$ cat src/rtl/riscv_lsu_pkg.sv
// Shared constants and helpers for the RV32I load/store unit.
package riscv_lsu_pkg;

  // FSM encoding
  localparam logic [1:0] ST_IDLE   = 2'd0;
  localparam logic [1:0] ST_ACCESS = 2'd1;
  localparam logic [1:0] ST_WAIT   = 2'd2;
  localparam logic [1:0] ST_RESP   = 2'd3;

  // funct3 encodings for loads/stores
  localparam logic [2:0] F3_B  = 3'b000;
  localparam logic [2:0] F3_H  = 3'b001;
  localparam logic [2:0] F3_W  = 3'b010;
  localparam logic [2:0] F3_BU = 3'b100;
  localparam logic [2:0] F3_HU = 3'b101;

  // IO word indices (byte address bits [3:2] inside the IO region)
  localparam logic [1:0] IO_LED = 2'd0;
  localparam logic [1:0] IO_CNT = 2'd1;

  // Unsupported encodings and misaligned halfword/word accesses are rejected.
  function automatic logic access_illegal(input logic is_store, input logic [2:0] f3,
                                          input logic [1:0] off);
    logic bad;
    bad = 1'b0;
    if (is_store) begin
      bad = f3[2] | (f3 == 3'b011);
    end else begin
      bad = (f3 == 3'b011) | (f3 == 3'b110) | (f3 == 3'b111);
    end
    if ((f3[1:0] == 2'b01) && off[0]) begin
      bad = 1'b1;
    end else if ((f3[1:0] == 2'b10) && (off != 2'b00)) begin
      bad = 1'b1;
    end else begin
      bad = bad;
    end
    return bad;
  endfunction

  // Byte enables for a store of the given size at the given byte offset.
  function automatic logic [3:0] store_mask(input logic [2:0] f3, input logic [1:0] off);
    case (f3[1:0])
      2'b00:   return 4'b0001 << off;
      2'b01:   return 4'b0011 << {off[1], 1'b0};
      default: return 4'b1111;
    endcase
  endfunction

  // Replicate the store operand across all lanes so the mask alone selects bytes.
  function automatic logic [31:0] store_data(input logic [2:0] f3, input logic [31:0] wd);
    case (f3[1:0])
      2'b00:   return {4{wd[7:0]}};
      2'b01:   return {2{wd[15:0]}};
      default: return wd;
    endcase
  endfunction

endpackage

$ cat src/rtl/riscv_lsu_if.sv
// Core-side request/response handshake plus the block-RAM port of the LSU.
interface riscv_lsu_if #(
  parameter int ADDR_W = 12
);
  logic              req_valid;
  logic              req_ready;
  logic              req_is_store;
  logic [2:0]        req_funct3;
  logic [31:0]       req_addr;
  logic [31:0]       req_wdata;
  logic              resp_valid;
  logic [31:0]       resp_rdata;
  logic              resp_err;
  logic [ADDR_W-1:0] mem_addr;
  logic [31:0]       mem_wdata;
  logic [3:0]        mem_wmask;
  logic              mem_rstrb;
  logic [31:0]       mem_rdata;

  // LSU side
  modport slave (
    input  req_valid, req_is_store, req_funct3, req_addr, req_wdata, mem_rdata,
    output req_ready, resp_valid, resp_rdata, resp_err,
           mem_addr, mem_wdata, mem_wmask, mem_rstrb
  );

  // Core + RAM side
  modport master (
    output req_valid, req_is_store, req_funct3, req_addr, req_wdata, mem_rdata,
    input  req_ready, resp_valid, resp_rdata, resp_err,
           mem_addr, mem_wdata, mem_wmask, mem_rstrb
  );
endinterface

$ cat src/rtl/riscv_load_align.sv
// Picks the addressed byte/halfword lane of a load word and extends it to 32 bits.
module riscv_load_align
  import riscv_lsu_pkg::*;
(
  input  logic [31:0] word_i,
  input  logic [1:0]  off_i,
  input  logic [2:0]  funct3_i,
  output logic [31:0] data_o
);
  logic [7:0]  byte_s;
  logic [15:0] half_s;

  // Lane select followed by sign or zero extension
  always_comb begin
    case (off_i)
      2'd0:    byte_s = word_i[7:0];
      2'd1:    byte_s = word_i[15:8];
      2'd2:    byte_s = word_i[23:16];
      default: byte_s = word_i[31:24];
    endcase
    half_s = off_i[1] ? word_i[31:16] : word_i[15:0];
    case (funct3_i)
      F3_B:    data_o = {{24{byte_s[7]}}, byte_s};
      F3_BU:   data_o = {24'd0, byte_s};
      F3_H:    data_o = {{16{half_s[15]}}, half_s};
      F3_HU:   data_o = {16'd0, half_s};
      default: data_o = word_i;
    endcase
  end
endmodule

$ cat src/rtl/riscv_lsu.sv
// RV32I load/store unit: block-RAM port with byte masks, LED register and cycle counter.
module riscv_lsu
  import riscv_lsu_pkg::*;
#(
  parameter int ADDR_W = 12,
  parameter int IO_BIT = 22,
  parameter int LED_W  = 5
) (
  input  logic             clk,
  input  logic             resetn,
  riscv_lsu_if.slave       bus,
  output logic [LED_W-1:0] leds
);
  logic [1:0]        state_q, state_d;
  logic [1:0]        off_q, off_d;
  logic [1:0]        io_idx_q, io_idx_d;
  logic              io_q, io_d;
  logic [2:0]        f3_q, f3_d;
  logic              store_q, store_d;
  logic [LED_W-1:0]  led_wdata_q, led_wdata_d;
  logic [LED_W-1:0]  led_q, led_d;
  logic [31:0]       io_word_q, io_word_d;
  logic [31:0]       cnt_q;
  logic              ready_q, ready_d;
  logic              resp_valid_q, resp_valid_d;
  logic              resp_err_q, resp_err_d;
  logic [31:0]       resp_rdata_q, resp_rdata_d;
  logic [ADDR_W-1:0] mem_addr_q, mem_addr_d;
  logic [31:0]       mem_wdata_q, mem_wdata_d;
  logic [3:0]        mem_wmask_q, mem_wmask_d;
  logic              mem_rstrb_q, mem_rstrb_d;
  logic [31:0]       word_sel_s;
  logic [31:0]       load_data_s;
  logic              addr_unused_s;

  // Upper address bits only alias the RAM; they carry no meaning here.
  assign addr_unused_s = ^{bus.req_addr[31:IO_BIT+1], bus.req_addr[IO_BIT-1:ADDR_W+2]};

  assign word_sel_s = io_q ? io_word_q : bus.mem_rdata;

  riscv_load_align u_align (
    .word_i   (word_sel_s),
    .off_i    (off_q),
    .funct3_i (f3_q),
    .data_o   (load_data_s)
  );

  // Next-state and next-output decode for the access FSM
  always_comb begin
    state_d      = state_q;
    off_d        = off_q;
    io_idx_d     = io_idx_q;
    io_d         = io_q;
    f3_d         = f3_q;
    store_d      = store_q;
    led_wdata_d  = led_wdata_q;
    led_d        = led_q;
    io_word_d    = io_word_q;
    mem_addr_d   = mem_addr_q;
    mem_wdata_d  = mem_wdata_q;
    mem_wmask_d  = 4'b0000;
    mem_rstrb_d  = 1'b0;
    resp_valid_d = 1'b0;
    resp_err_d   = 1'b0;
    resp_rdata_d = 32'd0;
    case (state_q)
      ST_IDLE: begin
        if (bus.req_valid) begin
          off_d       = bus.req_addr[1:0];
          io_idx_d    = bus.req_addr[3:2];
          io_d        = bus.req_addr[IO_BIT];
          f3_d        = bus.req_funct3;
          store_d     = bus.req_is_store;
          led_wdata_d = bus.req_wdata[LED_W-1:0];
          if (access_illegal(bus.req_is_store, bus.req_funct3, bus.req_addr[1:0])) begin
            state_d      = ST_RESP;
            resp_valid_d = 1'b1;
            resp_err_d   = 1'b1;
          end else begin
            state_d = ST_ACCESS;
            if (!bus.req_addr[IO_BIT]) begin
              mem_addr_d = bus.req_addr[ADDR_W+1:2];
              if (bus.req_is_store) begin
                mem_wmask_d = store_mask(bus.req_funct3, bus.req_addr[1:0]);
                mem_wdata_d = store_data(bus.req_funct3, bus.req_wdata);
              end else begin
                mem_rstrb_d = 1'b1;
              end
            end else begin
              mem_addr_d = mem_addr_q;
            end
          end
        end else begin
          state_d = ST_IDLE;
        end
      end
      ST_ACCESS: begin
        if (store_q) begin
          state_d      = ST_RESP;
          resp_valid_d = 1'b1;
          if (io_q && (io_idx_q == IO_LED)) begin
            led_d = led_wdata_q;
          end else begin
            led_d = led_q;
          end
        end else begin
          state_d = ST_WAIT;
          case (io_idx_q)
            IO_LED:  io_word_d = 32'(led_q);
            IO_CNT:  io_word_d = cnt_q;
            default: io_word_d = 32'd0;
          endcase
        end
      end
      ST_WAIT: begin
        state_d      = ST_RESP;
        resp_valid_d = 1'b1;
        resp_rdata_d = load_data_s;
      end
      ST_RESP: begin
        state_d = ST_IDLE;
      end
      default: begin
        state_d = ST_IDLE;
      end
    endcase
    ready_d = (state_d == ST_IDLE);
  end

  // FSM, latched request and registered outputs
  always_ff @(posedge clk) begin
    if (!resetn) begin
      state_q      <= ST_IDLE;
      off_q        <= 2'd0;
      io_idx_q     <= 2'd0;
      io_q         <= 1'b0;
      f3_q         <= 3'd0;
      store_q      <= 1'b0;
      led_wdata_q  <= '0;
      led_q        <= '0;
      io_word_q    <= 32'd0;
      ready_q      <= 1'b1;
      resp_valid_q <= 1'b0;
      resp_err_q   <= 1'b0;
      resp_rdata_q <= 32'd0;
      mem_addr_q   <= '0;
      mem_wdata_q  <= 32'd0;
      mem_wmask_q  <= 4'b0000;
      mem_rstrb_q  <= 1'b0;
    end else begin
      state_q      <= state_d;
      off_q        <= off_d;
      io_idx_q     <= io_idx_d;
      io_q         <= io_d;
      f3_q         <= f3_d;
      store_q      <= store_d;
      led_wdata_q  <= led_wdata_d;
      led_q        <= led_d;
      io_word_q    <= io_word_d;
      ready_q      <= ready_d;
      resp_valid_q <= resp_valid_d;
      resp_err_q   <= resp_err_d;
      resp_rdata_q <= resp_rdata_d;
      mem_addr_q   <= mem_addr_d;
      mem_wdata_q  <= mem_wdata_d;
      mem_wmask_q  <= mem_wmask_d;
      mem_rstrb_q  <= mem_rstrb_d;
    end
  end

  // Free-running cycle counter, independent of the access FSM
  always_ff @(posedge clk) begin
    if (!resetn) begin
      cnt_q <= 32'd0;
    end else begin
      cnt_q <= cnt_q + 32'd1;
    end
  end

  assign bus.req_ready  = ready_q;
  assign bus.resp_valid = resp_valid_q;
  assign bus.resp_err   = resp_err_q;
  assign bus.resp_rdata = resp_rdata_q;
  assign bus.mem_addr   = mem_addr_q;
  assign bus.mem_wdata  = mem_wdata_q;
  assign bus.mem_wmask  = mem_wmask_q;
  assign bus.mem_rstrb  = mem_rstrb_q;
  assign leds           = led_q;
endmodule

$ cat src/flat_wrapper.sv
// flat-port wrapper written by rule: the top's interface ports become plain ports
module riscv_lsu_flat import riscv_lsu_pkg::*;
#(
  parameter int ADDR_W = 12,
  parameter int IO_BIT = 22,
  parameter int LED_W  = 5
)
  (clk, resetn, leds, bus_req_valid, bus_req_is_store, bus_req_funct3, bus_req_addr, bus_req_wdata, bus_mem_rdata, bus_req_ready, bus_resp_valid, bus_resp_rdata, bus_resp_err, bus_mem_addr, bus_mem_wdata, bus_mem_wmask, bus_mem_rstrb);
  riscv_lsu_if #(.ADDR_W(ADDR_W)) bus_i ();
  input  logic clk;
  input  logic resetn;
  output logic [LED_W-1:0] leds;
  input wire logic [$bits(bus_i.req_valid)-1:0] bus_req_valid;
  input wire logic [$bits(bus_i.req_is_store)-1:0] bus_req_is_store;
  input wire logic [$bits(bus_i.req_funct3)-1:0] bus_req_funct3;
  input wire logic [$bits(bus_i.req_addr)-1:0] bus_req_addr;
  input wire logic [$bits(bus_i.req_wdata)-1:0] bus_req_wdata;
  input wire logic [$bits(bus_i.mem_rdata)-1:0] bus_mem_rdata;
  output wire logic [$bits(bus_i.req_ready)-1:0] bus_req_ready;
  output wire logic [$bits(bus_i.resp_valid)-1:0] bus_resp_valid;
  output wire logic [$bits(bus_i.resp_rdata)-1:0] bus_resp_rdata;
  output wire logic [$bits(bus_i.resp_err)-1:0] bus_resp_err;
  output wire logic [$bits(bus_i.mem_addr)-1:0] bus_mem_addr;
  output wire logic [$bits(bus_i.mem_wdata)-1:0] bus_mem_wdata;
  output wire logic [$bits(bus_i.mem_wmask)-1:0] bus_mem_wmask;
  output wire logic [$bits(bus_i.mem_rstrb)-1:0] bus_mem_rstrb;
  assign bus_i.req_valid = bus_req_valid;
  assign bus_i.req_is_store = bus_req_is_store;
  assign bus_i.req_funct3 = bus_req_funct3;
  assign bus_i.req_addr = bus_req_addr;
  assign bus_i.req_wdata = bus_req_wdata;
  assign bus_i.mem_rdata = bus_mem_rdata;
  assign bus_req_ready = bus_i.req_ready;
  assign bus_resp_valid = bus_i.resp_valid;
  assign bus_resp_rdata = bus_i.resp_rdata;
  assign bus_resp_err = bus_i.resp_err;
  assign bus_mem_addr = bus_i.mem_addr;
  assign bus_mem_wdata = bus_i.mem_wdata;
  assign bus_mem_wmask = bus_i.mem_wmask;
  assign bus_mem_rstrb = bus_i.mem_rstrb;
  riscv_lsu #(.ADDR_W(ADDR_W), .IO_BIT(IO_BIT), .LED_W(LED_W)) u_core (.clk(clk), .resetn(resetn), .bus(bus_i), .leds(leds));
endmodule
$ cat config.mk
export PLATFORM = sky130hd
export DESIGN_NAME = riscv_lsu_flat
export DESIGN_NICKNAME = d
export VERILOG_FILES = /design/src/rtl/riscv_lsu_pkg.sv /design/src/rtl/riscv_lsu_if.sv /design/src/rtl/riscv_load_align.sv /design/src/rtl/riscv_lsu.sv /design/src/flat_wrapper.sv
export SDC_FILE = /design/constraint.sdc
export NUM_CORES = 1
export LEC_CHECK = 0
export CELL_PAD_IN_SITES_DETAIL_PLACEMENT = 1
export CELL_PAD_IN_SITES_GLOBAL_PLACEMENT = 1
export CORE_MARGIN = 2
export CORE_UTILIZATION = 33
export CTS_CLUSTER_DIAMETER = 150
export DETAILED_ROUTE_END_ITERATION = 10
export PLACE_DENSITY_LB_ADDON = 0.1
export SKIP_LAST_GASP = 1
export SLEW_MARGIN = 40
export SYNTH_ARGS = -nofsm -noshare
export SYNTH_HDL_FRONTEND = slang
export SYNTH_SLANG_ARGS = --single-unit
$ cat constraint.sdc
create_clock -name clk -period 2.2 [get_ports clk]
set_input_delay 0.66 -clock clk [delete_from_list [all_inputs] [get_ports clk]]
set_output_delay 0.66 -clock clk [all_outputs]
set_load 0.02 [all_outputs]
## After elaboration in Yosys (flattened, before gate mapping)

Index checks and enable logic that the tools add are counted.

| cells by class | value |
|---|---|
| shift-type cells | 2 |
| add/subtract/negate cells | 1 |
| magnitude comparators | 0 |
| divide/modulo/power cells | 0 |
| reductions and logical operators | 19 |
| mux-type cells | 21 |
| bitwise logic cells | 10 |
| multipliers | 0 |
| eq/ne operators | 14 |

Operators by type and width:

| kind | number |
|---|---|
| case mux 32 bit (2 select lines) | 2 |
| case mux 32 bit (4 select lines) | 1 |
| adder 32 x 1 -> 32 bit (second input constant) | 1 |
| two-way mux 32 bit | 1 |
| case mux 8 bit (3 select lines) | 1 |
| two-way mux 16 bit | 1 |
| equality test 3 bit (second input constant) | 4 |
| logical NOT 2 bit | 5 |
| two-way mux 1 bit | 10 |
| equality test 2 x 1 -> 1 bit (second input constant) | 4 |
| equality test 2 bit (second input constant) | 4 |
| case mux 2 bit (4 select lines) | 1 |
| case mux 4 bit (2 select lines) | 1 |
| AND reduction 2 bit | 4 |
| inverter 1 bit | 7 |
| OR reduction 6 bit | 1 |
| AND reduction 5 bit | 1 |
| OR reduction 5 bit | 1 |
| two-way mux 2 bit | 2 |
| AND reduction 4 bit | 1 |
| << shifter 1 x 2 -> 4 bit (first input constant) | 1 |
| << shifter 2 x 2 -> 4 bit (first input constant) | 1 |
| equality test 3 x 1 -> 1 bit (second input constant) | 1 |
| equality test 3 x 2 -> 1 bit (second input constant) | 1 |
| other kinds (6) | 10 |

| word-level totals | value |
|---|---|
| bits in registers | 169 |
| bits in read-only memories | 0 |
| bits in latches | 0 |
| logic and storage cells | 85 |
| input bits | 103 |
| RAM bits | 0 |
| memories kept | 0 |
| output and inout port bits | 89 |

## Logic depth before layout (Yosys ltp)

| logic depth | value |
|---|---|
| depth after elaboration | 12 |
| gate-level depth with buffers | 10 |
| gate-level depth less buffers | 7 |

## Cells and area by module

From an unflattened synthesis, not the netlist that was laid out.

| second synthesis, totals | value |
|---|---|
| cell total of the unflattened synthesis | 861 |
| area, all modules | 7743.7 um2 |

By module, submodules not included:

| module | times used | sequential area each (um2) | area each (um2) | cells an instance |
|---|---|---|---|---|
| riscv_lsu | 1 | 3383.2 | 6774.0 | 728 |
| riscv_load_align | 1 | 0.0 | 969.7 | 133 |

## Worst setup path before layout

OpenSTA, ideal clock, no wires.

| timing | value |
|---|---|
| path type | in2reg |
| start point | in bus_req_addr[1] |
| end point | reg u_core.mem_wdata_q[13] (netlist: u_core.bus.mem_wdata[13]) |
| path slack | -0.069 ns |
| data arrival time | 2.153 ns |
| buffers on the path | 3 |
| cell stages on the path | 8 |
| data required time | 2.084 ns |
| setup time | 0.116 ns |
| path through | or4_1 a211o_1 buf_6 nor2_8 buf_6 buf_6 nand3_1 o211a_1 |

| between the ends | value |
|---|---|
| word-level cells in the longest chain between the ends | 8 |

RTL lines:

| element | RTL line | RTL |
|---|---|---|
| from (decl) | flat_wrapper.sv:16 | `input wire logic [$bits(bus_i.req_addr)-1:0] bus_req_addr;` |
| nonzero test 2 bit | riscv_lsu_pkg.sv:33 | `end else if ((f3[1:0] == 2'b10) && (off != 2'b00)) begin` |
| logical AND 1 bit | riscv_lsu_pkg.sv:33 |  |
| two-way mux 1 bit | riscv_lsu_pkg.sv:33 |  |
| two-way mux 1 bit | riscv_lsu_pkg.sv:31 | `if ((f3[1:0] == 2'b01) && off[0]) begin` |
| two-way mux 1 bit | riscv_lsu.sv:68 | `if (bus.req_valid) begin` |
| two-way mux 1 bit | riscv_lsu.sv:66 | `case (state_q)` |
| inverter 1 bit (no source line) | -- |  |
| AND reduction 5 bit (no source line) | -- |  |
| to (signal assigned) | riscv_lsu.sv:165 | `mem_wdata_q <= mem_wdata_d;` |
| to (decl) | riscv_lsu.sv:29 | `logic [31:0] mem_wdata_q, mem_wdata_d;` |

Every way passes these cells. The select of a mux whose other input is x is not followed.
A chain may end at the register's enable or synchronous reset.

## Worst setup path after layout

| timing | value |
|---|---|
| start point | in bus_req_addr[0] |
| end point | reg u_core.mem_wdata_q[0] (netlist: u_core.bus.mem_wdata[0]) |

| between the ends | value |
|---|---|
| word-level cells in the longest chain between the ends | 8 |
| elaborated cells between the ends (all ways) | 9 |
| those cells by class | 4 x mux; 1 x bitwise; 4 x reduce/logical |

RTL lines:

| element | RTL line |
|---|---|
| nonzero test 2 bit | riscv_lsu_pkg.sv:33 |
| logical AND 1 bit | riscv_lsu_pkg.sv:33 |
| two-way mux 1 bit | riscv_lsu_pkg.sv:33 |
| two-way mux 1 bit * | riscv_lsu_pkg.sv:31 |
| two-way mux 1 bit * | riscv_lsu.sv:68 |
| two-way mux 1 bit * | riscv_lsu.sv:66 |
| inverter 1 bit (no source line) * | -- |
| AND reduction 5 bit (no source line) * | -- |

Mark *: on every way between the ends. The rest lies on a longest branch, timed or not. The select of a mux whose other input is x is not followed.

==> results.yml <==
setup_path:
  critPathCaptureType: "register"
  worstSetupPathType: "input pin to register"
  cp.arrival_ps: 2480
  worstPathMaxFanout: 7
  start_kind: "input pin"
  reg2regPathDepth: 7
  cp.required_ps: 2520
floorplan:
  coreArea_um2: 21900
  die_w_um: 154
  io_pins: 192
  dieHeight_um: 154
  dieArea_um2: 23600
  row_count: 54
  start_util_pct: 33.8
global_route:
  grt_overflow_total: 0
  track_usage_pct: 20.2
  grt_antenna_before_repair: 1
  grt_pass1_wl_um: 37700
  grt_pass1_vias: 6745
  grt_max_degree: 151
power:
  comb_power_share_pct: 17.4
  p_clk_share_pct: 40.2
  total_power_mw: 7.64
  power-per-cell-area_nw_per_um2: 742
  vdd_drop_max_mv: 0.422
  p_seq_share_pct: 42.4
  intPower_mw: 5.52
  p_leak_nw: 4.04
  switching_share_pct: 27.8
  p_switching_mw: 2.13
layout:
  synthToLayoutAreaGrowth_pct: 39.2
  layout_commonest_cell: "clkdlybuf4s50_1"
  fillers: 2471
  antenna_cells: 0
  drive_above_1_share_pct: 12.1
  fin_nets: 1075
  multi_input_area_um2: 3730
  seqCellArea_um2: 3380
  final_util_pct: 47.1
  layout_common_cells: "169 x clkdlybuf4s50_1, 168 x dfxtp_1, 97 x nand2_1"
placement:
  dpl.hpwl_um: 17300
  routabilityCongestion: 0.861
  portBuffers: 174
clock_tree:
  clk_latency_ps: 430
  numCtsBuffers: 17
  cts_buffer_depth: 2
  clk_pin_slew_ps: 70
  clkSinkCount: 169
  cts_tree: "yes"
  cts_root_buf: "clkbuf_16"
  cts_max_level: 4
sta:
  period_needed_ps: 2160
  setup_viol: 0
  slew_headroom_pct: 56.8
  drv_slew: 0
  rsz0062_at_grt: "no"
  skew_ps: 11.2
  tightest_slew_ps: 632
  fmax_ghz: 0.462
  timing.final.crit_share_pct: 98.3
  hold_violations: 0
drt:
  drt-pass1-iter-count: 5
  vias: 6473
  ant_nets: 0
  wl_um: 23800
  wl_per_cell_um: 18.9
  first_iter_violations: 301
  drc: 0
  vias_per_cell: 5.14
logic_synthesis:
  yosys_most_used_dff: "dfxtp_1"
  ys_ff_latch: 169
  ys_seq_area_share_pct: 45.7
  synth_fp_nets: 896
  syn_area_um2: 7400
  synth_area_per_cell_um2: 9.39
  async_reset_ff_share_pct: 0
  synth-edff-count: 0
  syn_inst: 788
  ys_types: 53
  yosysWarnings: 0
outcome:
  status: "completed"
min_path:
  hold_path.class: "register to register"
  holdPathStages: 2
job:
  maxCapViolCount: 0
[sequential cells by signal, indices dropped and copies added, names as in the netlist, 2 cells and up]
signal and flops:
u_core.state_q 2, u_core.io_idx_q 2, u_core.leds 5, u_core.f3_q 3
u_core.cnt_q 32, u_core.bus.resp_rdata 32, u_core.io_word_q 32, u_core.off_q 2
u_core.bus.mem_wmask 4, u_core.bus.mem_wdata 32, u_core.bus.mem_addr 12, u_core.led_wdata_q 5
[power groups by stage]
stage / Sequential, mW / Combinational [mW] / Clock (mW)
6_report: 3.24 / 1.33 / 3.07
2_1_floorplan: 3.37 / 0.642 / 0
4_1_cts: 3.24 / 1.34 / 3.14
5_1_grt: 3.26 / 1.44 / 3.29
3_5_place_dp: 3.31 / 1.32 / 0
3_3_place_gp: 3.31 / 1.29 / 0
[kinds of logic after synthesis]
family	count (synthesis)	share of synthesized area, %
simple gates	277	19.5
compound gates	171	16.3
flops	169	45.7
mux	70	9.91
buf+inv	67	4.26
xor+xnor	29	3.43
fa+ha+maj	5	0.845
[critical path: stages]
cell and delay, ps:
dlygate4sd2_1 240, or4_4 550, a211o_4 380, nor2_8 180, buf_12 140, bufbuf_16 250
o21ai_1 70
[layout make-up]
class,instances,share of cell area [%]
sequential,169,32.8
clock inverter,14,1.54
tap,280,3.40
timing repair buffer,219,21.5
clock buffer,18,4.26
multi-input combinational,552,36.2
inverter,8,0.291
[through the flow]
stage / hold WS (ps) / setup slack (ps) / area, um^2 / TNS (ps) / std cells
after global placement: 439 / -464 / 9590 / -27190 / 1223
after CTS: 457 / 21.0 / 10300 / 0 / 1260
final: 452 / 37.8 / 10300 / 0 / 1260
after detailed placement: 446 / -497 / 9590 / -29100 / 1223
after global routing: 484 / 3.71 / 10300 / 0 / 1260
after floorplan: 443 / -15.4 / 7420 / -78.9 / 788
[routing by layer]
| layer | track usage (%) | up-vias | part of all wire (%) |
|---|---|---|---|
| met5 | 0 | - | 0.055 |
| met4 | 4.59 | 2 | 1.3 |
| met3 | 6.29 | 24 | 6.4 |
| met2 | 34.1 | 185 | 48 |
| met1 | 25.3 | 3145 | 44 |
| li1 | - | 3117 | - |
[what timing repair did]
action	4_1_cts	5_1_grt
setup buffers	2	0
hold buffers	0	0
pin swaps	3	2
resized for setup	7	1
setup endpoints to repair	21	9
cloned	3	0
[final timing paths]
check	from	endpoint	slack (ps)
max	bus_req_addr[0]	u_core.bus.mem_wdata[0]	40
min	u_core.bus.mem_wdata[31]	u_core.bus.mem_wdata[31]	450
max reg2reg	u_core.io_q	u_core.bus.resp_rdata[15]	220
min reg2reg	u_core.bus.mem_wdata[31]	u_core.bus.mem_wdata[31]	450
[synthesized netlist by cell type (3+ instances only)]
cell type / n / share of area, %
o21ai_1: 13 / 0.88
and2_1: 33 / 2.8
mux2i_1: 44 / 6.0
o2111ai_1: 8 / 0.95
a22oi_1: 33 / 3.3
a21o_1: 7 / 0.71
nand2_1: 97 / 4.9
and3_1: 6 / 0.51
a222oi_1: 5 / 0.68
xnor2_1: 21 / 2.5
a21oi_1: 34 / 2.3
buf_2: 8 / 0.54
nor4_1: 4 / 0.34
nand2b_1: 5 / 0.42
o21a_1: 8 / 0.81
inv_1: 7 / 0.36
mux2_2: 26 / 4.0
nand3_1: 28 / 1.9
ha_1: 5 / 0.85
a21oi_2: 3 / 0.36
xor2_1: 8 / 0.95
o21ai_0: 15 / 1.0
nor2_1: 22 / 1.1
clkbuf_1: 41 / 2.1
and4_1: 3 / 0.36
a21boi_0: 16 / 1.6
dfxtp_1: 169 / 46
buf_6: 6 / 0.91
nand4_1: 11 / 0.93
nor2b_1: 57 / 4.8
o211a_1: 17 / 2.3
(Power assumes the default switching activity.)
